===== config.mk =====
export PLATFORM = sky130hd
export DESIGN_NAME = stim_phase_sequencer_flat
export DESIGN_NICKNAME = d
export VERILOG_FILES = /design/src/rtl/stim_pkg.sv /design/src/rtl/stim_phase_sequencer_if.sv /design/src/rtl/stim_dwell_counter.sv /design/src/rtl/stim_phase_sequencer.sv /design/src/flat_wrapper.sv
export SDC_FILE = /design/constraint.sdc
export NUM_CORES = 1
export LEC_CHECK = 0
export CORE_UTILIZATION = 45
export DETAILED_ROUTE_END_ITERATION = 6
export PLACE_DENSITY = 0.68
export SYNTH_ARGS = -nofsm -noshare
export SYNTH_HDL_FRONTEND = slang
export SYNTH_SLANG_ARGS = --single-unit
export TNS_END_PERCENT = 30

===== constraint.sdc =====
create_clock -name clk -period 5.7 [get_ports clk]
set_input_delay 0.57 -clock clk [delete_from_list [all_inputs] [get_ports clk]]
set_output_delay 0.57 -clock clk [all_outputs]
set_load 0.01 [all_outputs]

===== src/rtl/stim_pkg.sv =====
// rtl/stim_pkg.sv - shared states, select codes and default width for the stimulation phase sequencer
package stim_pkg;

    localparam int CNT_W_DEFAULT = 16;

    typedef enum logic [2:0] {
        IDLE = 3'd0,
        PH0  = 3'd1,
        IPD  = 3'd2,
        PH1  = 3'd3,
        GAP  = 3'd4
    } stim_state_t;

    localparam logic [3:0] SEL_RESET = 4'd0;
    localparam logic [3:0] SEL_DATA0 = 4'd1;
    localparam logic [3:0] SEL_DATA1 = 4'd2;

    // Mux select presented downstream while in a given state.
    function automatic logic [3:0] state_select(input stim_state_t s);
        logic [3:0] sel;
        sel = SEL_RESET;
        case (s)
            PH0:     sel = SEL_DATA0;
            PH1:     sel = SEL_DATA1;
            default: sel = SEL_RESET;
        endcase
        return sel;
    endfunction

endpackage


===== src/rtl/stim_phase_sequencer_if.sv =====
// rtl/stim_phase_sequencer_if.sv - control and status bundle between stimulus controller and phase sequencer
interface stim_phase_sequencer_if
    import stim_pkg::*;
#(
    parameter int CNT_W = CNT_W_DEFAULT
) ();

    logic             start;
    logic             stop;
    logic [CNT_W-1:0] phase0_len;
    logic [CNT_W-1:0] phase1_len;
    logic [CNT_W-1:0] gap_len;
    logic [CNT_W-1:0] interphase_len;
    logic [CNT_W-1:0] num_cycles;
    logic [3:0]       select;
    logic             busy;
    logic             done;
    logic [CNT_W-1:0] cycle_count;

    modport master (
        output start, stop, phase0_len, phase1_len, gap_len, interphase_len, num_cycles,
        input  select, busy, done, cycle_count
    );

    modport slave (
        input  start, stop, phase0_len, phase1_len, gap_len, interphase_len, num_cycles,
        output select, busy, done, cycle_count
    );

endinterface


===== src/rtl/stim_dwell_counter.sv =====
// rtl/stim_dwell_counter.sv - per-state dwell timer; flags the last cycle of a timed state
module stim_dwell_counter #(
    parameter int CNT_W = 16
) (
    input  logic             clk,
    input  logic             rst_n,
    input  logic             load_i,
    input  logic [CNT_W-1:0] len_i,
    output logic             expire_o
);

    localparam logic [CNT_W-1:0] CNT_ONE = CNT_W'(1);

    logic [CNT_W-1:0] count_q;

    // Load remaining-cycles-minus-one on state entry (0 and 1 both mean one cycle), then count down.
    always_ff @(posedge clk) begin
        if (!rst_n) begin
            count_q <= '0;
        end else if (load_i) begin
            count_q <= (len_i == '0) ? '0 : (len_i - CNT_ONE);
        end else if (count_q != '0) begin
            count_q <= count_q - CNT_ONE;
        end
    end

    assign expire_o = (count_q == '0);

endmodule


===== src/rtl/stim_phase_sequencer.sv =====
// rtl/stim_phase_sequencer.sv - biphasic stimulation phase sequencer; STIM_SEQ_INTERPHASE_EN adds the interphase hold
module stim_phase_sequencer
    import stim_pkg::*;
#(
    parameter int CNT_W = CNT_W_DEFAULT
) (
    input  logic                   clk,
    input  logic                   rst_n,
    stim_phase_sequencer_if.slave  bus
);

    localparam logic [CNT_W-1:0] CNT_ONE = CNT_W'(1);

    stim_state_t      state_q, state_d;
    logic [3:0]       select_q;
    logic             busy_q;
    logic             done_q, done_d;
    logic [CNT_W-1:0] cycle_count_q, cycle_count_d;

    logic [CNT_W-1:0] p0_len_q;
    logic [CNT_W-1:0] p1_len_q;
    logic [CNT_W-1:0] gap_len_q;
    logic [CNT_W-1:0] num_cycles_q;
`ifdef STIM_SEQ_INTERPHASE_EN
    logic [CNT_W-1:0] ip_len_q;
`else
    logic [CNT_W-1:0] unused_interphase_len;
    assign unused_interphase_len = bus.interphase_len;
`endif

    logic             accept_start;
    logic             dwell_load;
    logic [CNT_W-1:0] dwell_len;
    logic             dwell_expire;

    stim_dwell_counter #(
        .CNT_W (CNT_W)
    ) u_dwell (
        .clk      (clk),
        .rst_n    (rst_n),
        .load_i   (dwell_load),
        .len_i    (dwell_len),
        .expire_o (dwell_expire)
    );

    // Next-state, completion and cycle counting; stop overrides everything and freezes the count.
    always_comb begin
        state_d       = state_q;
        done_d        = 1'b0;
        cycle_count_d = cycle_count_q;
        accept_start  = 1'b0;
        case (state_q)
            IDLE: begin
                if (bus.start) begin
                    state_d       = PH0;
                    accept_start  = 1'b1;
                    cycle_count_d = '0;
                end
            end
            PH0: begin
                if (dwell_expire) begin
`ifdef STIM_SEQ_INTERPHASE_EN
                    state_d = IPD;
`else
                    state_d = PH1;
`endif
                end
            end
`ifdef STIM_SEQ_INTERPHASE_EN
            IPD: begin
                if (dwell_expire) begin
                    state_d = PH1;
                end
            end
`endif
            PH1: begin
                if (dwell_expire) begin
                    state_d = GAP;
                end
            end
            GAP: begin
                if (dwell_expire) begin
                    cycle_count_d = cycle_count_q + CNT_ONE;
                    if ((num_cycles_q != '0) && (cycle_count_d == num_cycles_q)) begin
                        state_d = IDLE;
                        done_d  = 1'b1;
                    end else begin
                        state_d = PH0;
                    end
                end
            end
            default: state_d = IDLE;
        endcase
        if (bus.stop) begin
            state_d       = IDLE;
            done_d        = 1'b0;
            cycle_count_d = cycle_count_q;
            accept_start  = 1'b0;
        end
    end

    // Reload the dwell timer on every entry into a timed state; PH0 on start uses the live input.
    always_comb begin
        dwell_load = (state_d != state_q) && (state_d != IDLE);
        dwell_len  = '0;
        case (state_d)
            PH0:     dwell_len = accept_start ? bus.phase0_len : p0_len_q;
`ifdef STIM_SEQ_INTERPHASE_EN
            IPD:     dwell_len = ip_len_q;
`endif
            PH1:     dwell_len = p1_len_q;
            GAP:     dwell_len = gap_len_q;
            default: dwell_len = '0;
        endcase
    end

    // Capture the run parameters once at start so later input changes have no effect.
    always_ff @(posedge clk) begin
        if (!rst_n) begin
            p0_len_q     <= '0;
            p1_len_q     <= '0;
            gap_len_q    <= '0;
            num_cycles_q <= '0;
`ifdef STIM_SEQ_INTERPHASE_EN
            ip_len_q     <= '0;
`endif
        end else if (accept_start) begin
            p0_len_q     <= bus.phase0_len;
            p1_len_q     <= bus.phase1_len;
            gap_len_q    <= bus.gap_len;
            num_cycles_q <= bus.num_cycles;
`ifdef STIM_SEQ_INTERPHASE_EN
            ip_len_q     <= bus.interphase_len;
`endif
        end
    end

    // State register plus registered outputs decoded from the next state.
    always_ff @(posedge clk) begin
        if (!rst_n) begin
            state_q       <= IDLE;
            select_q      <= SEL_RESET;
            busy_q        <= 1'b0;
            done_q        <= 1'b0;
            cycle_count_q <= '0;
        end else begin
            state_q       <= state_d;
            select_q      <= state_select(state_d);
            busy_q        <= (state_d != IDLE);
            done_q        <= done_d;
            cycle_count_q <= cycle_count_d;
        end
    end

    assign bus.select      = select_q;
    assign bus.busy        = busy_q;
    assign bus.done        = done_q;
    assign bus.cycle_count = cycle_count_q;

endmodule


===== src/flat_wrapper.sv =====
// flat-port wrapper written by rule: the top's interface ports become plain ports
module stim_phase_sequencer_flat import stim_pkg::*;
#(
    parameter int CNT_W = CNT_W_DEFAULT
)
  (clk, rst_n, bus_start, bus_stop, bus_phase0_len, bus_phase1_len, bus_gap_len, bus_interphase_len, bus_num_cycles, bus_select, bus_busy, bus_done, bus_cycle_count);
  stim_phase_sequencer_if #(.CNT_W(CNT_W)) bus_i ();
  input  logic clk;
  input  logic rst_n;
  input wire logic [$bits(bus_i.start)-1:0] bus_start;
  input wire logic [$bits(bus_i.stop)-1:0] bus_stop;
  input wire logic [$bits(bus_i.phase0_len)-1:0] bus_phase0_len;
  input wire logic [$bits(bus_i.phase1_len)-1:0] bus_phase1_len;
  input wire logic [$bits(bus_i.gap_len)-1:0] bus_gap_len;
  input wire logic [$bits(bus_i.interphase_len)-1:0] bus_interphase_len;
  input wire logic [$bits(bus_i.num_cycles)-1:0] bus_num_cycles;
  output wire logic [$bits(bus_i.select)-1:0] bus_select;
  output wire logic [$bits(bus_i.busy)-1:0] bus_busy;
  output wire logic [$bits(bus_i.done)-1:0] bus_done;
  output wire logic [$bits(bus_i.cycle_count)-1:0] bus_cycle_count;
  assign bus_i.start = bus_start;
  assign bus_i.stop = bus_stop;
  assign bus_i.phase0_len = bus_phase0_len;
  assign bus_i.phase1_len = bus_phase1_len;
  assign bus_i.gap_len = bus_gap_len;
  assign bus_i.interphase_len = bus_interphase_len;
  assign bus_i.num_cycles = bus_num_cycles;
  assign bus_select = bus_i.select;
  assign bus_busy = bus_i.busy;
  assign bus_done = bus_i.done;
  assign bus_cycle_count = bus_i.cycle_count;
  stim_phase_sequencer #(.CNT_W(CNT_W)) u_core (.clk(clk), .rst_n(rst_n), .bus(bus_i));
endmodule

* Yosys cells after proc, flatten, opt, wreduce, memory -nomap -nowiden
Index checks and enable logic that the tools add are counted.
** Operators by class
- Add/sub/neg operators :: 3
- Equal/unequal tests :: 10
- Mux-type cells :: 20
- Bitwise logic cells :: 4
- Reduce and logical (&&, ||, !) cells :: 12
** Operators by type and width (count)
- two-way mux 16 bit :: 6
- case mux 16 bit (3 select lines) :: 1
- zero test 16 bit :: 2
- case mux 16 bit (2 select lines) :: 1
- nonzero test 16 bit :: 2
- subtractor 16 x 1 -> 16 bit, second input constant :: 2
- adder 16 x 1 -> 16 bit, second input constant :: 1
- == test 16 bit :: 1
- two-way mux 3 bit :: 5
- case mux 3 bit (4 select lines) :: 1
- == test 3 x 1 -> 1 bit, second input constant :: 2
- == test 3 x 2 -> 1 bit, second input constant :: 2
- == test 3 bit, second input constant :: 2
- two-way mux 1 bit :: 5
- NOT 1 bit :: 4
- case mux 2 bit (2 select lines) :: 1
- AND reduction 4 bit :: 1
- nonzero test 2 bit :: 2
- OR reduction 4 bit :: 1
- zero test 3 bit :: 1
- inequality test 3 bit :: 1
- nonzero test 3 bit :: 1
- logical AND 1 bit :: 2
- inequality test 2 x 1 -> 1 bit, second input constant :: 1
- inequality test 2 bit, second input constant :: 1
** Storage, ports and cells
- Bits in registers :: 105
- Input bits :: 84
- Output and inout bits :: 22
- Word-level logic and storage cells :: 59

* Longest topological paths before layout
Gate-level depths: netlist of the first run.
- Depth in word-level cells :: 12
- Mapped depth :: 19
- Gate-level depth less buffers :: 17

* By module
Synthesis of the first run repeated with hierarchy kept, for this count alone.
** Unflattened totals
- Cell total of the unflattened synthesis :: 688
- Area total of the unflattened synthesis :: 5579.1 um2
** By module, submodules not included
- stim_phase_sequencer :: times used 1, cells each 544, area each 4448.0 um2, sequential area each 1741.7 um2
- stim_dwell_counter :: times used 1, cells each 144, area each 1131.1 um2, sequential area each 320.3 um2

* Worst setup path before layout of the first run
OpenSTA, ideal clock, no wires.
- Path kind :: reg-to-reg
- Start :: register u_core.cycle_count_q[0] (netlist: u_core.bus.cycle_count[0])
- End :: register u_core.u_dwell.count_q[14]
- Setup time :: 0.124 ns
- Data arrival time :: 4.121 ns
- Data required time :: 5.576 ns
- Slack :: 1.455 ns
- Cell stages (with the launch flop) :: 20
- Buffers on the path :: 3
- Clock period less this slack :: 4.245 ns
- Cells stage by stage :: dfxtp_1 ha_1 buf_2 and3_1 clkbuf_1 nand3_1 xnor2_1 nor3_1 a41oi_4 o21ai_2 buf_2 a21oi_1 a221oi_1 ha_1 nand3_1 a221o_1 nor4_1 a211oi_1 a211oi_1 o22ai_1
** Between the ends
- Word-level cells in the longest chain between the ends :: 12
- Elaborated cells between the ends (all ways) :: 19
- Those cells by class :: 2 x add/sub; 5 x eq/ne; 7 x mux; 5 x reduce/logical
** RTL lines
- from (decl) :: RTL line stim_phase_sequencer.sv:18 : logic [CNT_W-1:0] cycle_count_q, cycle_count_d;
- from (signal assigned) :: RTL line stim_phase_sequencer.sv:151 : cycle_count_q <= cycle_count_d;
- adder 16 x 1 -> 16 bit * :: RTL line stim_phase_sequencer.sv:83 : cycle_count_d = cycle_count_q + CNT_ONE;
- == test 16 bit * :: RTL line stim_phase_sequencer.sv:84 : if ((num_cycles_q != '0) && (cycle_count_d == num_cycles_q)) begin
- logical AND 1 bit * :: RTL line stim_phase_sequencer.sv:84
- two-way mux 1 bit * :: RTL line stim_phase_sequencer.sv:84
- two-way mux 3 bit * :: RTL line stim_phase_sequencer.sv:82 : if (dwell_expire) begin
- case mux 3 bit (4 select lines) * :: RTL line stim_phase_sequencer.sv:52 : case (state_q)
- two-way mux 3 bit * :: RTL line stim_phase_sequencer.sv:94 : if (bus.stop) begin
- == test 3 bit (tied with other cells) :: RTL line stim_phase_sequencer.sv:106 : case (state_d)
- case mux 16 bit (3 select lines) :: RTL line stim_phase_sequencer.sv:106
- subtractor 16 x 1 -> 16 bit or zero test 16 bit (tied branches) :: RTL line stim_dwell_counter.sv:21 : count_q <= (len_i == '0) ? '0 : (len_i - CNT_ONE);
- two-way mux 16 bit :: RTL line stim_dwell_counter.sv:21
- two-way mux 16 bit :: RTL line stim_dwell_counter.sv:20 : end else if (load_i) begin
- to (signal assigned) :: RTL line stim_dwell_counter.sv:21
- to (signal assigned) :: RTL line stim_dwell_counter.sv:23 : count_q <= count_q - CNT_ONE;
- to (decl) :: RTL line stim_dwell_counter.sv:14 : logic [CNT_W-1:0] count_q;
Mark *: on every way between the ends. The rest lies on a longest branch, timed or not.
A chain may end at the register's enable or synchronous reset.

* Worst setup path in the final report of the first run
Ends and elaborated chain as after synthesis.

==> results of run 1 <==
[state kept, by name (all words and copies together), names as in the netlist]
signal	count
u_core.gap_len_q	16
u_core.bus.done	1
u_core.num_cycles_q	16
u_core.bus.select	2
u_core.p1_len_q	16
u_core.bus.busy	1
u_core.u_dwell.count_q	16
u_core.bus.cycle_count	16
u_core.p0_len_q	16
u_core.state_q	3
[placed cells by master (no fill, tap or decap), types with 5 or more instances in the layout]
cell,instances
sky130_fd_sc_hd__and3_1,8
sky130_fd_sc_hd__o211ai_1,6
sky130_fd_sc_hd__a21oi_1,74
sky130_fd_sc_hd__xor2_1,24
sky130_fd_sc_hd__clkbuf_16,9
sky130_fd_sc_hd__o22ai_1,13
sky130_fd_sc_hd__xnor2_1,18
sky130_fd_sc_hd__a22oi_1,13
sky130_fd_sc_hd__o21ai_0,44
sky130_fd_sc_hd__nand3b_1,5
sky130_fd_sc_hd__inv_1,6
sky130_fd_sc_hd__nand3_1,16
sky130_fd_sc_hd__a211oi_1,7
sky130_fd_sc_hd__o31ai_1,6
sky130_fd_sc_hd__or3_1,6
sky130_fd_sc_hd__nor4_1,12
sky130_fd_sc_hd__dfxtp_1,103
sky130_fd_sc_hd__clkdlybuf4s50_1,87
sky130_fd_sc_hd__nor2_1,67
sky130_fd_sc_hd__a31oi_1,7
sky130_fd_sc_hd__mux2i_1,18
sky130_fd_sc_hd__nor3_1,24
sky130_fd_sc_hd__nor4_4,5
sky130_fd_sc_hd__nand4_1,10
sky130_fd_sc_hd__nand2_1,135
sky130_fd_sc_hd__nand2b_1,5
sky130_fd_sc_hd__buf_4,7
[per-stage QoR]
stage	area (sq um)	utilization, %	std cells	worst slack (ns)	power, mW
after floorplan	6200	-	782	1.46	1.36
after global placement	7000	52.4	997	1.04	1.53
after detailed placement	7000	52.4	997	0.887	1.55
after CTS	7290	54.6	1013	0.878	2.16
after global routing	7290	54.6	1013	0.379	2.28
final	7290	54.6	1013	0.843	2.17
[cell families after synthesis]
logic type | share of synthesized area (%)
muxes | 3.64
other | 0.0606
adders and majority gates | 0.808
AOI/OAI and AO/OA | 23.1
buffers and inverters | 6.06
xor gates and xnor gates | 5.94
and+or+nand+nor | 27.1
DFF | 33.3
[power groups by stage]
| stage | clock network [mW] | registers, mW | logic [mW] |
|---|---|---|---|
| finish | 0.611 | 0.861 | 0.694 |
| global route | 0.653 | 0.870 | 0.760 |
| CTS | 0.615 | 0.859 | 0.685 |
| detailed placement | 0 | 0.876 | 0.679 |
| global placement | 0 | 0.871 | 0.660 |
| floorplan | 0 | 0.858 | 0.503 |
[tightest hold or removal path: stages (launching register included)]
cell and delay (ns):
sky130_fd_sc_hd__dfxtp_1 0.32, sky130_fd_sc_hd__nand2_1 0.05, sky130_fd_sc_hd__a21oi_1 0.05
[area by class of cell]
class                   count  area [sq um]  share of cell area (%)
repair buffers             94           923                    12.7
multi-input cells         617          3760                    51.6
clock buffers              10           239                    3.28
well taps                 176           220                    3.02
inverters                   7          26.3                   0.360
flip-flops and latches    103          2060                    28.3
clock inverters             6          53.8                   0.738
[layer usage]
metal	vias to the layer above	track usage [%]	part of all wire, %
li1	2917	-	-
met1	2824	38.5	51
met2	205	35.2	42
met3	14	3.69	6.6
met4	0	6.72	1.0
met5	-	0	0
[path summary, 6_finish.rpt]
path,from,to,slack [ns],cells past startpoint
worst max-delay path,u_core.bus.cycle_count[0],u_core.u_dwell.count_q[14],0.84,16
worst min-delay path,u_core.p1_len_q[13],u_core.p1_len_q[13],0.47,2
worst max register to register,u_core.bus.cycle_count[0],u_core.u_dwell.count_q[14],0.84,16
worst min register to register,u_core.p1_len_q[13],u_core.p1_len_q[13],0.47,2
==> report_table.html, run 1 <==
<table>
<tr><th>Metric</th><th>Value</th></tr>
<tr><th colspan="2">Detailed routing</th></tr>
<tr><td>DRC violations left</td><td>0</td></tr>
<tr><td>Via-per-instance ratio</td><td>5.88</td></tr>
<tr><td>Routed Antenna Nets</td><td>0</td></tr>
<tr><td>Average routed wire per standard cell</td><td>17.3 microns</td></tr>
<tr><td>Post-Route WL</td><td>17.5 mm</td></tr>
<tr><td>Total iterations of the first detailed-routing run</td><td>7</td></tr>
<tr><td>Total via count after detailed routing</td><td>5960</td></tr>
<tr><td>Detailed router's first-iteration violation count</td><td>479</td></tr>
<tr><th colspan="2">Run</th></tr>
<tr><td># Max-Cap Violations</td><td>0</td></tr>
<tr><th colspan="2">CTS</th></tr>
<tr><td>TritonCTS clock tree</td><td>yes</td></tr>
<tr><td>Root buffer selected by CTS</td><td>sky130_fd_sc_hd__clkbuf_16</td></tr>
<tr><td>Hold buffer count at cts</td><td>0</td></tr>
<tr><td>PostCTS Resize Cnt</td><td>0</td></tr>
<tr><td>Worst-case clock buffer depth</td><td>2</td></tr>
<tr><td>H-Tree Level Count</td><td>3</td></tr>
<tr><td>Clock slew seen by the registers of the worst setup and hold paths</td><td>0.07 ns</td></tr>
<tr><td>Total setup buffers inserted after CTS</td><td>0</td></tr>
<tr><td>Number of buffers inserted during clock tree synthesis</td><td>9</td></tr>
<tr><td>Clock latency of the later-clocked register in the worst-skew pair</td><td>0.36 ns</td></tr>
<tr><td>Number of clock sinks</td><td>103</td></tr>
<tr><th colspan="2">Final layout</th></tr>
<tr><td>Antenna Cells</td><td>0</td></tr>
<tr><td>Area overhead of the layout relative to synthesis</td><td>17.7%</td></tr>
<tr><td>Share of final-layout standard cells stronger than drive strength 1</td><td>7.17%</td></tr>
<tr><td>Net count reported at finish</td><td>920</td></tr>
<tr><td>Number of filler instances in the final layout</td><td>1314</td></tr>
<tr><th colspan="2">Global routing</th></tr>
<tr><td>Number of global-route vias before repair</td><td>5299</td></tr>
<tr><td>Total track usage</td><td>24.9%</td></tr>
<tr><td>Overflow left after global routing</td><td>0</td></tr>
<tr><td>Largest net degree at the start of global routing</td><td>57</td></tr>
<tr><td>Global-route wire length before repair</td><td>28.0 mm</td></tr>
<tr><td>Number of antenna violations at the first check in global routing</td><td>0</td></tr>
<tr><th colspan="2">Timing</th></tr>
<tr><td>Setup repair after global routing missed its margin</td><td>false</td></tr>
<tr><td>Worst rel slew slack</td><td>32.9%</td></tr>
<tr><td>Final Critical Period</td><td>4.86 ns</td></tr>
<tr><td>Final Skew</td><td>0.00665 ns</td></tr>
<tr><td>Final setup violation count</td><td>0</td></tr>
<tr><td>Number of slew-limit violations in the final report</td><td>0</td></tr>
<tr><td>Tightest hold margin</td><td>0.474 ns</td></tr>
<tr><td>Number of hold-slack violations in the final timing report</td><td>0</td></tr>
<tr><td>Fmax</td><td>0.206 GHz</td></tr>
<tr><td>Worst slew pin tran</td><td>1.00 ns</td></tr>
<tr><td>Sum of negative setup slack</td><td>0 ns</td></tr>
<tr><td>Period utilization</td><td>85.2%</td></tr>
<tr><th colspan="2">Floorplanning</th></tr>
<tr><td>Die width</td><td>119 microns</td></tr>
<tr><td>Die height</td><td>119 microns</td></tr>
<tr><td>Area of the placeable core</td><td>13300 sq um</td></tr>
<tr><td>Top-level port count</td><td>106</td></tr>
<tr><td>Number of placement rows</td><td>42</td></tr>
<tr><td>Full die area</td><td>14200 sq um</td></tr>
<tr><td>Initial standard-cell utilization of the core</td><td>46.4%</td></tr>
<tr><th colspan="2">Power</th></tr>
<tr><td>Power per Cell Area</td><td>297 nW/um^2</td></tr>
<tr><td>NetSw</td><td>0.770 mW</td></tr>
<tr><td>Part of the power in combinational logic</td><td>32.0%</td></tr>
<tr><td>Internal Dissipation</td><td>1.40 mW</td></tr>
<tr><td>Max rail drop VDD</td><td>0.139 mV</td></tr>
<tr><td>Proportion of power drawn by flip-flops and latches</td><td>39.8%</td></tr>
<tr><td>Proportion of power drawn by the clock network</td><td>28.2%</td></tr>
<tr><td>Leakage power</td><td>2.64 nW</td></tr>
<tr><td>Switching share of power</td><td>35.5%</td></tr>
<tr><th colspan="2">Setup path</th></tr>
<tr><td>Endpoint class of the critical path</td><td>flip-flop</td></tr>
<tr><td>Critical-path cell with the highest stage delay</td><td>sky130_fd_sc_hd__dfxtp_1</td></tr>
<tr><td>Cell family with most CP delay</td><td>compound AO/OA/AOI/OAI gates</td></tr>
<tr><td>Crit path buf inv count</td><td>0</td></tr>
<tr><td>Category of the critical setup timing path</td><td>reg2reg</td></tr>
<tr><td>Largest stage delay, worst path</td><td>0.53 ns</td></tr>
<tr><td>Launching element type of the critical path</td><td>flip-flop</td></tr>
<tr><td>Crit path DAT</td><td>5.08 ns</td></tr>
<tr><td>Biggest fanout along the worst timing path</td><td>8</td></tr>
<tr><td>Worst path required time</td><td>5.93 ns</td></tr>
<tr><td>Cell breakdown of the critical path</td><td>ha_1 &gt; nand3_1 &gt; o21ai_0 &gt; nand4b_1 &gt; nor4_4 &gt; a41oi_4 &gt; o21ai_2 &gt; a21oi_1 &gt; a221oi_1 &gt; ha_1 &gt; nand3_1 &gt; a221o_1 &gt; nor4_1 &gt; a21oi_1 &gt; a211oi_1 &gt; o22ai_1</td></tr>
<tr><th colspan="2">Synth</th></tr>
<tr><td>Share of the yosys chip area belonging to registers</td><td>33.3%</td></tr>
<tr><td>Most instantiated flip-flop cell in the synthesis netlist</td><td>sky130_fd_sc_hd__dfxtp_1</td></tr>
<tr><td>Number of distinct library cell variants in the gate-level netlist after synthesis</td><td>83</td></tr>
<tr><td>Fraction of registers with async set or reset after synthesis</td><td>0%</td></tr>
<tr><td>Largest area contributor in the synthesized netlist</td><td>sky130_fd_sc_hd__dfxtp_1</td></tr>
<tr><td>Dominant cell by count in the synthesized netlist</td><td>sky130_fd_sc_hd__nand2_1</td></tr>
<tr><td>Area fraction of the dominant cell type after synthesis</td><td>33.3%</td></tr>
<tr><td>Syn_area_per_cell</td><td>7.93 sq um</td></tr>
<tr><td>Synth warn</td><td>0</td></tr>
<tr><td>Number of enable-type register cells in the synthesized netlist</td><td>0</td></tr>
<tr><td>Flip-flop and latch count after synthesis</td><td>103</td></tr>
<tr><td>Leading post-synthesis cells by cell area</td><td>sky130_fd_sc_hd__dfxtp_1, sky130_fd_sc_hd__nand2_1, sky130_fd_sc_hd__a21oi_1</td></tr>
<tr><td>Synthesized instance count</td><td>781</td></tr>
<tr><td>Total standard cell area after synthesis</td><td>6190 sq um</td></tr>
<tr><td>Top cells by count, synth</td><td>sky130_fd_sc_hd__nand2_1, sky130_fd_sc_hd__dfxtp_1, sky130_fd_sc_hd__a21oi_1, sky130_fd_sc_hd__nor2_1, sky130_fd_sc_hd__o21ai_0</td></tr>
<tr><th colspan="2">Placed design</th></tr>
<tr><td>Routability Congestion</td><td>0.931</td></tr>
<tr><td>Count of buffers inserted at the top-level ports</td><td>87</td></tr>
<tr><td>Final HPWL DP</td><td>13.3 mm</td></tr>
<tr><th colspan="2">Worst hold path</th></tr>
<tr><td>Type of the tightest min-delay check</td><td>reg2reg</td></tr>
<tr><th colspan="2">Run status</th></tr>
<tr><td>Outcome</td><td>finished clean</td></tr>
</table>
(Power assumes the default switching activity.)
==> run 2: changes to the inputs <==
PLACE_DENSITY = 0.7   (was 0.68)
REMOVE_ABC_BUFFERS = 1   (was unset)
clock period = 4.4 ns   (was 5.7 ns; I/O delays follow)
==> report_table.html, run 2 (synthesis results as in run 1) <==
<table>
<tr><th>Metric</th><th>Value</th></tr>
<tr><th colspan="2">Floorplanning</th></tr>
<tr><td>Top-level port count</td><td>106</td></tr>
<tr><td>Number of placement rows</td><td>42</td></tr>
<tr><td>Die height</td><td>119 microns</td></tr>
<tr><td>Full die area</td><td>14200 sq um</td></tr>
<tr><td>Area of the placeable core</td><td>13300 sq um</td></tr>
<tr><td>Initial standard-cell utilization of the core</td><td>46.4%</td></tr>
<tr><td>Die width</td><td>119 microns</td></tr>
<tr><th colspan="2">Timing</th></tr>
<tr><td>Final setup violation count</td><td>0</td></tr>
<tr><td>Final Critical Period</td><td>4.14 ns</td></tr>
<tr><td>Fmax</td><td>0.241 GHz</td></tr>
<tr><td>Number of slew-limit violations in the final report</td><td>0</td></tr>
<tr><td>Period utilization</td><td>94.2%</td></tr>
<tr><td>Final Skew</td><td>0.0108 ns</td></tr>
<tr><td>Worst rel slew slack</td><td>35.6%</td></tr>
<tr><td>Sum of negative setup slack</td><td>0 ns</td></tr>
<tr><td>Number of hold-slack violations in the final timing report</td><td>0</td></tr>
<tr><td>Worst slew pin tran</td><td>0.963 ns</td></tr>
<tr><th colspan="2">Setup path</th></tr>
<tr><td>Endpoint class of the critical path</td><td>flip-flop</td></tr>
<tr><td>Category of the critical setup timing path</td><td>reg2reg</td></tr>
<tr><td>Launching element type of the critical path</td><td>flip-flop</td></tr>
<tr><td>Largest stage delay, worst path</td><td>0.54 ns</td></tr>
<tr><td>Worst path required time</td><td>4.63 ns</td></tr>
<tr><td>Biggest fanout along the worst timing path</td><td>10</td></tr>
<tr><td>Cell breakdown of the critical path</td><td>nand3_1 &gt; o21ai_0 &gt; nand4b_1 &gt; nor4_4 &gt; a41oi_4 &gt; o21ai_2 &gt; a21oi_1 &gt; a221oi_2 &gt; ha_1 &gt; nand3_1 &gt; a221o_1 &gt; nor4_1 &gt; a21oi_1 &gt; a211oi_1 &gt; o22ai_1</td></tr>
<tr><td>Reg2reg setup slack</td><td>0.26 ns</td></tr>
<tr><td>Critical-path cell with the highest stage delay</td><td>sky130_fd_sc_hd__dfxtp_1</td></tr>
<tr><td>Crit path DAT</td><td>4.37 ns</td></tr>
<tr><th colspan="2">Power</th></tr>
<tr><td>Power per Cell Area</td><td>395 nW/um^2</td></tr>
<tr><td>Max rail drop VDD</td><td>0.246 mV</td></tr>
<tr><td>Leakage power</td><td>2.75 nW</td></tr>
<tr><th colspan="2">Run</th></tr>
<tr><td># Max-Cap Violations</td><td>0</td></tr>
<tr><th colspan="2">Final layout</th></tr>
<tr><td>Highest-count cells in the layout ignoring fill and taps</td><td>sky130_fd_sc_hd__nand2_1, sky130_fd_sc_hd__dfxtp_1, sky130_fd_sc_hd__clkdlybuf4s50_1, sky130_fd_sc_hd__a21oi_1, sky130_fd_sc_hd__nor2_1</td></tr>
<tr><td>Share of final-layout standard cells stronger than drive strength 1</td><td>9.05%</td></tr>
<tr><td>Commonest non-fill, non-tap cell in the layout</td><td>sky130_fd_sc_hd__nand2_1</td></tr>
<tr><td>Non-filler instance count after layout</td><td>1027</td></tr>
<tr><td>Antenna Cells</td><td>0</td></tr>
<tr><td>Net count reported at finish</td><td>934</td></tr>
<tr><td>Area overhead of the layout relative to synthesis</td><td>20.5%</td></tr>
<tr><th colspan="2">CTS</th></tr>
<tr><td>Clock latency of the later-clocked register in the worst-skew pair</td><td>0.36 ns</td></tr>
<tr><td>Worst-case clock buffer depth</td><td>2</td></tr>
<tr><td>Hold buffer count at cts</td><td>0</td></tr>
<tr><td>H-Tree Level Count</td><td>3</td></tr>
<tr><td>TritonCTS clock tree</td><td>yes</td></tr>
<tr><td>Total setup buffers inserted after CTS</td><td>0</td></tr>
<tr><td>Clock slew seen by the registers of the worst setup and hold paths</td><td>0.07 ns</td></tr>
<tr><td>Number of buffers inserted during clock tree synthesis</td><td>9</td></tr>
<tr><td>Root buffer selected by CTS</td><td>sky130_fd_sc_hd__clkbuf_16</td></tr>
<tr><td>Number of clock sinks</td><td>103</td></tr>
<tr><th colspan="2">Global routing</th></tr>
<tr><td>Number of antenna violations at the first check in global routing</td><td>0</td></tr>
<tr><td>Total track usage</td><td>25.6%</td></tr>
<tr><td>Global-route wire length before repair</td><td>28.9 mm</td></tr>
<tr><td>Overflow left after global routing</td><td>0</td></tr>
<tr><td>Largest net degree at the start of global routing</td><td>57</td></tr>
<tr><td>Number of global-route vias before repair</td><td>5782</td></tr>
<tr><th colspan="2">Detailed routing</th></tr>
<tr><td>DRC violations left</td><td>0</td></tr>
<tr><td>Total iterations of the first detailed-routing run</td><td>5</td></tr>
<tr><td>Post-Route WL</td><td>17.4 mm</td></tr>
<tr><td>Average routed wire per standard cell</td><td>16.9 microns</td></tr>
<tr><td>Via-per-instance ratio</td><td>5.90</td></tr>
<tr><td>Routed Antenna Nets</td><td>0</td></tr>
<tr><td>Total via count after detailed routing</td><td>6063</td></tr>
<tr><td>Detailed router's first-iteration violation count</td><td>500</td></tr>
<tr><th colspan="2">Placed design</th></tr>
<tr><td>Final HPWL DP</td><td>13.2 mm</td></tr>
<tr><td>Count of buffers inserted at the top-level ports</td><td>87</td></tr>
<tr><td>Number of placed cells counting well taps</td><td>1011</td></tr>
<tr><td>Routability Congestion</td><td>0.927</td></tr>
<tr><th colspan="2">Run status</th></tr>
<tr><td>Outcome</td><td>finished clean</td></tr>
<tr><th colspan="2">Worst hold path</th></tr>
<tr><td>Type of the tightest min-delay check</td><td>reg2reg</td></tr>
</table>
==> run 2: timing repair <==
action / CTS / global route
hold endpoints to repair: 0 / 0
resized for setup: 0 / 6
endpoints found under the setup margin: 0 / 11
==> run 2: area by class of cell <==
| cell class | instances | area, sq um |
|---|---|---|
| Multi-Input combinational cell | 617 | 3780 |
| Inverter | 7 | 26.3 |
| Clock buffer | 13 | 250 |
| Sequential cell | 103 | 2060 |
| Tap cell | 176 | 220 |
| Clock inverter | 3 | 90.1 |
| Fill cell | 1282 | 5890 |
| Timing Repair Buffer | 108 | 1030 |
==> run 2: metrics by stage <==
| stage | hold WS, ns | utilization [%] | power (mW) | area, sq um | setup slack, ns |
|---|---|---|---|---|---|
| 2_1_floorplan | 0.449 | - | 1.74 | 5850 | 0.0571 |
| 3_3_place_gp | 0.469 | 53.2 | 1.99 | 7100 | 0.244 |
| 3_5_place_dp | 0.465 | 53.2 | 2.02 | 7100 | 0.122 |
| 4_1_cts | 0.475 | 55.8 | 2.94 | 7440 | 0.102 |
| 5_1_grt | 0.491 | 55.9 | 3.12 | 7460 | -0.00849 |
| 6_report | 0.477 | 55.9 | 2.94 | 7460 | 0.256 |
==> run 2: worst paths after layout <==
path / from / end / depth (start not counted)
hold reg to reg: u_core.p1_len_q[13] / u_core.p1_len_q[13] / 2
hold / removal: u_core.p1_len_q[13] / u_core.p1_len_q[13] / 2
setup / recovery: u_core.bus.cycle_count[3] / u_core.u_dwell.count_q[14] / 15
setup reg to reg: u_core.bus.cycle_count[3] / u_core.u_dwell.count_q[14] / 15
==> run 2: metal layers <==
metal / vias to the layer above / GRT usage [%] / share of wire, %
met1: 2870 / 33.9 / 45
met5: - / 0 / 0
li1: 2947 / - / -
met4: 0 / 11.6 / 2.3
met2: 211 / 40.7 / 46
met3: 35 / 4.02 / 5.9
==> run 2: critical path: cells and delay by family, from the launching register on <==
family	cells	cell delay, ns
AO/OA/AOI/OAI	9	1.81
adder cells (fa/ha/maj)	1	0.25
flip-flops	1	0.54
AND/OR/NAND/NOR	5	1.41
==> run 2: power breakdown <==
part	internal [mW]	total, mW	leakage [nW]	switching (mW)
combinational	0.393	0.909	1.74	0.516
sequential	1.02	1.11	0.841	0.0939
clock	0.572	0.921	0.164	0.348
==> run 3: changes to the inputs <==
CORE_UTILIZATION = 49   (was 45)
PLACE_DENSITY = 0.76   (was 0.7)
==> report_table.html, run 3 (synthesis results as in run 1) <==
<table>
<tr><th>Metric</th><th>Value</th></tr>
<tr><th colspan="2">Setup path</th></tr>
<tr><td>Largest stage delay, worst path</td><td>0.56 ns</td></tr>
<tr><td>Start point of the critical path</td><td>u_core.bus.cycle_count[3]</td></tr>
<tr><td>Biggest fanout along the worst timing path</td><td>10</td></tr>
<tr><td>Worst R2R Path Depth</td><td>15</td></tr>
<tr><td>Endpoint of the lowest-slack register-to-register path</td><td>u_core.u_dwell.count_q[14]</td></tr>
<tr><td>Reg2reg setup slack</td><td>0.25 ns</td></tr>
<tr><td>Critical-path cell with the highest stage delay</td><td>sky130_fd_sc_hd__dfxtp_1</td></tr>
<tr><td>Cell breakdown of the critical path</td><td>and4_2 &gt; a21oi_1 &gt; nand4b_1 &gt; nor4_4 &gt; a41oi_4 &gt; o21ai_2 &gt; a21oi_1 &gt; a221oi_2 &gt; ha_1 &gt; nand3_1 &gt; a221o_1 &gt; nor4_1 &gt; a21oi_1 &gt; a211oi_1 &gt; o22ai_1</td></tr>
<tr><td>Cell type with the highest occurrence count on the critical path</td><td>sky130_fd_sc_hd__a21oi_1</td></tr>
<tr><td>Worst path required time</td><td>4.63 ns</td></tr>
<tr><td>Crit path DAT</td><td>4.38 ns</td></tr>
<tr><td>Worst setup path end</td><td>u_core.u_dwell.count_q[14]</td></tr>
<tr><td>Launching element type of the critical path</td><td>flip-flop</td></tr>
<tr><td>Category of the critical setup timing path</td><td>reg2reg</td></tr>
<tr><td>Endpoint class of the critical path</td><td>flip-flop</td></tr>
<tr><td>Launch point of the worst reg-to-reg path</td><td>u_core.bus.cycle_count[3]</td></tr>
<tr><th colspan="2">Global routing</th></tr>
<tr><td>Number of antenna violations at the first check in global routing</td><td>0</td></tr>
<tr><td>Total track usage</td><td>28.0%</td></tr>
<tr><td>Global-route wire length before repair</td><td>28.6 mm</td></tr>
<tr><td>Largest net degree at the start of global routing</td><td>57</td></tr>
<tr><td>Overflow left after global routing</td><td>0</td></tr>
<tr><td>Number of global-route vias before repair</td><td>5613</td></tr>
<tr><th colspan="2">Placed design</th></tr>
<tr><td>Final HPWL DP</td><td>13.3 mm</td></tr>
<tr><td>Routability Congestion</td><td>0.989</td></tr>
<tr><td>Count of buffers inserted at the top-level ports</td><td>87</td></tr>
<tr><th colspan="2">Floorplanning</th></tr>
<tr><td>Die height</td><td>114 microns</td></tr>
<tr><td>Number of placement rows</td><td>40</td></tr>
<tr><td>Area of the placeable core</td><td>12200 sq um</td></tr>
<tr><td>Top-level port count</td><td>106</td></tr>
<tr><td>Initial standard-cell utilization of the core</td><td>50.9%</td></tr>
<tr><td>Die width</td><td>114 microns</td></tr>
<tr><td>Full die area</td><td>13100 sq um</td></tr>
<tr><th colspan="2">CTS</th></tr>
<tr><td>Number of buffers inserted during clock tree synthesis</td><td>9</td></tr>
<tr><td>Worst-case clock buffer depth</td><td>2</td></tr>
<tr><td>PostCTS Resize Cnt</td><td>0</td></tr>
<tr><td>H-Tree Level Count</td><td>3</td></tr>
<tr><td>Total setup buffers inserted after CTS</td><td>0</td></tr>
<tr><td>Clock slew seen by the registers of the worst setup and hold paths</td><td>0.07 ns</td></tr>
<tr><td>TritonCTS clock tree</td><td>yes</td></tr>
<tr><td>Hold buffer count at cts</td><td>0</td></tr>
<tr><td>Clock latency of the later-clocked register in the worst-skew pair</td><td>0.36 ns</td></tr>
<tr><td>Number of clock sinks</td><td>103</td></tr>
<tr><td>Root buffer selected by CTS</td><td>sky130_fd_sc_hd__clkbuf_16</td></tr>
<tr><th colspan="2">Power</th></tr>
<tr><td>Max rail drop VDD</td><td>0.213 mV</td></tr>
<tr><td>Power, Total</td><td>2.79 mW</td></tr>
<tr><td>Leakage power</td><td>2.72 nW</td></tr>
<tr><td>Power per Cell Area</td><td>376 nW/um^2</td></tr>
<tr><th colspan="2">Detailed routing</th></tr>
<tr><td>Detailed router's first-iteration violation count</td><td>573</td></tr>
<tr><td>Via-per-instance ratio</td><td>6.01</td></tr>
<tr><td>DRC violations left</td><td>0</td></tr>
<tr><td>Routed Antenna Nets</td><td>0</td></tr>
<tr><td>Post-Route WL</td><td>17.7 mm</td></tr>
<tr><td>Total via count after detailed routing</td><td>6137</td></tr>
<tr><td>Total iterations of the first detailed-routing run</td><td>5</td></tr>
<tr><td>Average routed wire per standard cell</td><td>17.3 microns</td></tr>
<tr><th colspan="2">Timing</th></tr>
<tr><td>Period utilization</td><td>94.3%</td></tr>
<tr><td>Final setup violation count</td><td>0</td></tr>
<tr><td>Number of hold-slack violations in the final timing report</td><td>0</td></tr>
<tr><td>Final Critical Period</td><td>4.15 ns</td></tr>
<tr><td>Final Skew</td><td>0.0130 ns</td></tr>
<tr><td>Number of slew-limit violations in the final report</td><td>0</td></tr>
<tr><td>Sum of negative setup slack</td><td>0 ns</td></tr>
<tr><td>Worst slew pin tran</td><td>0.958 ns</td></tr>
<tr><td>Fmax</td><td>0.241 GHz</td></tr>
<tr><td>Worst rel slew slack</td><td>35.9%</td></tr>
<tr><td>Setup repair after global routing missed its margin</td><td>false</td></tr>
<tr><th colspan="2">Final layout</th></tr>
<tr><td>Area overhead of the layout relative to synthesis</td><td>19.6%</td></tr>
<tr><td>Sequential cell area</td><td>2070 sq um</td></tr>
<tr><td>Antenna Cells</td><td>0</td></tr>
<tr><td>Commonest non-fill, non-tap cell in the layout</td><td>sky130_fd_sc_hd__nand2_1</td></tr>
<tr><td>Net count reported at finish</td><td>936</td></tr>
<tr><td>Number of filler instances in the final layout</td><td>1075</td></tr>
<tr><td>Highest-count cells in the layout ignoring fill and taps</td><td>sky130_fd_sc_hd__nand2_1, sky130_fd_sc_hd__dfxtp_1, sky130_fd_sc_hd__clkdlybuf4s50_1, sky130_fd_sc_hd__a21oi_1, sky130_fd_sc_hd__nor2_1</td></tr>
<tr><td>Share of final-layout standard cells stronger than drive strength 1</td><td>9.61%</td></tr>
<tr><td>Area of combinational cells with multiple inputs</td><td>3780 sq um</td></tr>
<tr><th colspan="2">Run</th></tr>
<tr><td># Max-Cap Violations</td><td>0</td></tr>
<tr><th colspan="2">Run status</th></tr>
<tr><td>Outcome</td><td>finished clean</td></tr>
<tr><th colspan="2">Worst hold path</th></tr>
<tr><td>Type of the tightest min-delay check</td><td>reg2reg</td></tr>
</table>
[run 3: metrics by stage]
step	cell area [sq um]	utilization, %	hold WS [ns]	worst slack [ns]	cells
final	7410	60.9	0.482	0.250	1021
after CTS	7380	60.7	0.480	0.112	1021
after detailed placement	7110	58.4	0.471	0.132	1005
after global routing	7410	60.9	0.504	0.00678	1021
after floorplan	5850	-	0.449	0.0571	727
after global placement	7110	58.4	0.469	0.303	1005
[run 3: layout make-up]
cell class / count / share of cell area, %
inverters: 7 / 0.355
well taps: 168 / 2.84
repair buffers: 110 / 14.1
multi-input cells: 617 / 51.1
clock buffers: 12 / 3.33
clock inverters: 4 / 0.405
flip-flops and latches: 103 / 27.9
[run 3: report_power, final]
part	leakage [nW]	total (mW)	switching [mW]	internal, mW
combinational	1.75	0.900	0.508	0.392
clock	0.133	0.769	0.367	0.402
sequential	0.841	1.12	0.0969	1.02
[run 3: worst max-delay path, delay by kind of cell, from the launching register on]
family                     cells  cell delay, ns
DFF                            1            0.56
adders and majority gates      1            0.25
and+or+nand+nor                5            1.54
AOI/OAI and AO/OA              9            1.67
[run 3: how the worst min path moves through the flow]
stage	from	to	slack [ns]	depth (start not counted)
CTS	u_core.gap_len_q[15]	u_core.gap_len_q[15]	0.48	2
floorplan	u_core.p1_len_q[10]	u_core.p1_len_q[10]	0.45	2
detailed placement	u_core.gap_len_q[15]	u_core.gap_len_q[15]	0.47	2
global route	u_core.p0_len_q[4]	u_core.p0_len_q[4]	0.50	2
global placement	u_core.p1_len_q[15]	u_core.p1_len_q[15]	0.47	2
finish	u_core.gap_len_q[15]	u_core.gap_len_q[15]	0.48	2
[run 3: metal layers]
metal | part of all wire (%) | GRT usage (%) | vias to the layer above
met5 | 0 | 0 | -
met4 | 1.3 | 9.00 | 0
met3 | 7.9 | 5.24 | 23
met2 | 45 | 43.8 | 240
met1 | 45 | 39.0 | 2915
li1 | - | - | 2959
==> variant, RTL diff (flow settings as in run 2) <==
Build with the macro `STIM_SEQ_INTERPHASE_EN` defined.
--- a/src/rtl/stim_phase_sequencer.sv
+++ b/src/rtl/stim_phase_sequencer.sv
@@ -1,4 +1,6 @@
 // rtl/stim_phase_sequencer.sv - biphasic stimulation phase sequencer; STIM_SEQ_INTERPHASE_EN adds the interphase hold
+`define STIM_SEQ_INTERPHASE_EN
+
 module stim_phase_sequencer
     import stim_pkg::*;
 #(
Check against the original RTL: not equivalent (Yosys sat finds a counterexample within 4 cycles, from zero or initial values and one cycle with rst_n low).
==> variant against run 2 <==
The run now ends with DRC left. Worst setup slack better by 9.5 ps. Routed wire length up 8.6%. Core utilization up 3.0 points. Count of clock-buffer cells in the layout up 4. Total power up 20%. Via count up 5.5%. Sequential cell count up 16. Synthesized area up 6.5%. Maximum frequency up 0.23%. Synthesized cell count up 8.8%. Design area up 11%. Largest power group is now the clock network.
==> variant: results (changes against run 2) <==
Leak 3.00 nW (+9.2%); Worst slew margin 0.303 (-0.0526); DR vias 6398 (+5.5%); final net count 1021 (+9.3%); FF-to-FF Start u_core.bus.cycle_count[0]; Synth area leaders dfxtp_1, nand2_1, a21oi_1, nor2_1, xnor2_1; total CTS buffers 17 (+8); Clk pin slew, worst setup/hold paths 50 ps (-20 ps); Clock Skew 8.93 ps (-1.85 ps); vias in the first global route 5844 (+1.1%); Port Buffer Count 103 (+18%); Worst EP arrival 4470 ps (+100 ps); Synth Area per Inst 7.76 um^2 (-2.1%); drt wl/cell 16.8 um (-0.94%); failing checks DRC; DP Wirelength 13400 um (+0.94%); Cell Pwr Density 425 nW/um^2 (+7.7%); Hold Path Sink u_core.gap_len_q[13]; status complete, but fails checks; All-Layer GR Usage 0.260 (+0.00450); Max stage delay on crit path 430 ps (-110 ps); Hold Startpoint u_core.gap_len_q[13]; H-tree levels 4 (+1); share of cells above drive strength 1 0.0930 (+0.00254); Register-to-Register Path Depth 14 (-1); Filler cells 1302 (+1.6%); Setup WS pre-CTS 297 ps (+175 ps); initial drt markers 695 (+39%); final weighted congestion in routability-driven placement 0.956 (+3.1%); drt drc 18 (+18); pin count of the biggest net entering global routing 96 (+68%); Synth top cells by count nand2_1, dfxtp_1, a21oi_1; CP max FO 11 (+1); first-pass GRT wire length 30200 um (+4.4%); post-synthesis cell type count 81 (-2.4%); sequential cell area fraction in the yosys report 0.361 (+0.0282); number of synthesis warnings 0 (unchanged)
[variant: cell count changes in the layout (fill, tap and decap cells not counted), sizes merged, moves of 7 or more]
| cell | delta |
|---|---|
| dfxtp | +16 |
| clkdlybuf4s50 | +16 |
| o21ai | -21 |
| clkinv | +9 |
| nand2 | +45 |
| xnor2 | +7 |
| a21oi | +8 |
| xor2 | -9 |
[variant: layer usage]
| metal | GRT usage | routed length, um | up-vias |
|---|---|---|---|
| met5 | 0 | 0 | - |
| met4 | 0.0858 | 337 | 0 |
| met3 | 0.0609 | 1040 | 29 |
| met2 | 0.397 | 8420 | 211 |
| met1 | 0.360 | 9110 | 2973 |
| li1 | - | - | 3185 |
[variant: layout make-up]
| cell class | count | area [um^2] | area share |
|---|---|---|---|
| Inverter | 13 | 50.0 | 0.00602 |
| Timing Repair Buffer | 124 | 1190 | 0.143 |
| Clock buffer | 17 | 425 | 0.0512 |
| Clock inverter | 15 | 131 | 0.0158 |
| Sequential cell | 119 | 2380 | 0.287 |
| Tap cell | 180 | 225 | 0.0271 |
| Multi-Input combinational cell | 658 | 3910 | 0.470 |
[variant: what timing repair did]
action,4_1_cts,5_1_grt
setup endpoints to repair,0,4
gates resized for setup,0,5
endpoints found under the hold margin,0,0
[variant: power by group]
group | switching (mW) | total, mW | internal [mW]
registers | 0.104 | 1.28 | 1.18
logic | 0.523 | 0.955 | 0.431
clock network | 0.521 | 1.29 | 0.773
[variant: per-stage QoR]
stage | hold WS [ps] | area [um^2]
after global routing | 476 | 8310
after floorplan | 432 | 6310
after CTS | 457 | 8280
final | 455 | 8310
after global placement | 441 | 7730
after detailed placement | 449 | 7730
[variant: how the worst max path moves through the flow]
stage,startpoint,endpoint,slack (ps),cells past startpoint
final,u_core.bus.cycle_count[0],u_core.u_dwell.count_q[14],270,14
after global routing,u_core.bus.cycle_count[1],u_core.u_dwell.count_q[14],2,14
after CTS,u_core.bus.cycle_count[5],u_core.u_dwell.count_q[14],210,13
after detailed placement,u_core.bus.cycle_count[5],u_core.u_dwell.count_q[14],300,13
after global placement,u_core.bus.cycle_count[5],u_core.u_dwell.count_q[8],420,13
after floorplan,u_core.state_q[1],u_core.u_dwell.count_q[9],-30,10
[variant: cells by family after synthesis]
family | share of synthesized area
AO/OA/AOI/OAI | 0.200
XOR/XNOR | 0.0531
adder cells (fa/ha/maj) | 0.00759
buffers and inverters | 0.0516
flip-flops | 0.361
multiplexers | 0.0404
other | 0.000568
AND/OR/NAND/NOR | 0.285
[variant: worst max-delay path: cells and delay by family, from the launching register on]
kind / cells / cell delay (ps)
buffers and inverters: 1 / 110
AOI/OAI and AO/OA: 5 / 1420
DFF: 1 / 330
and+or+nand+nor: 5 / 1470
xor gates and xnor gates: 1 / 150
adders and majority gates: 2 / 570
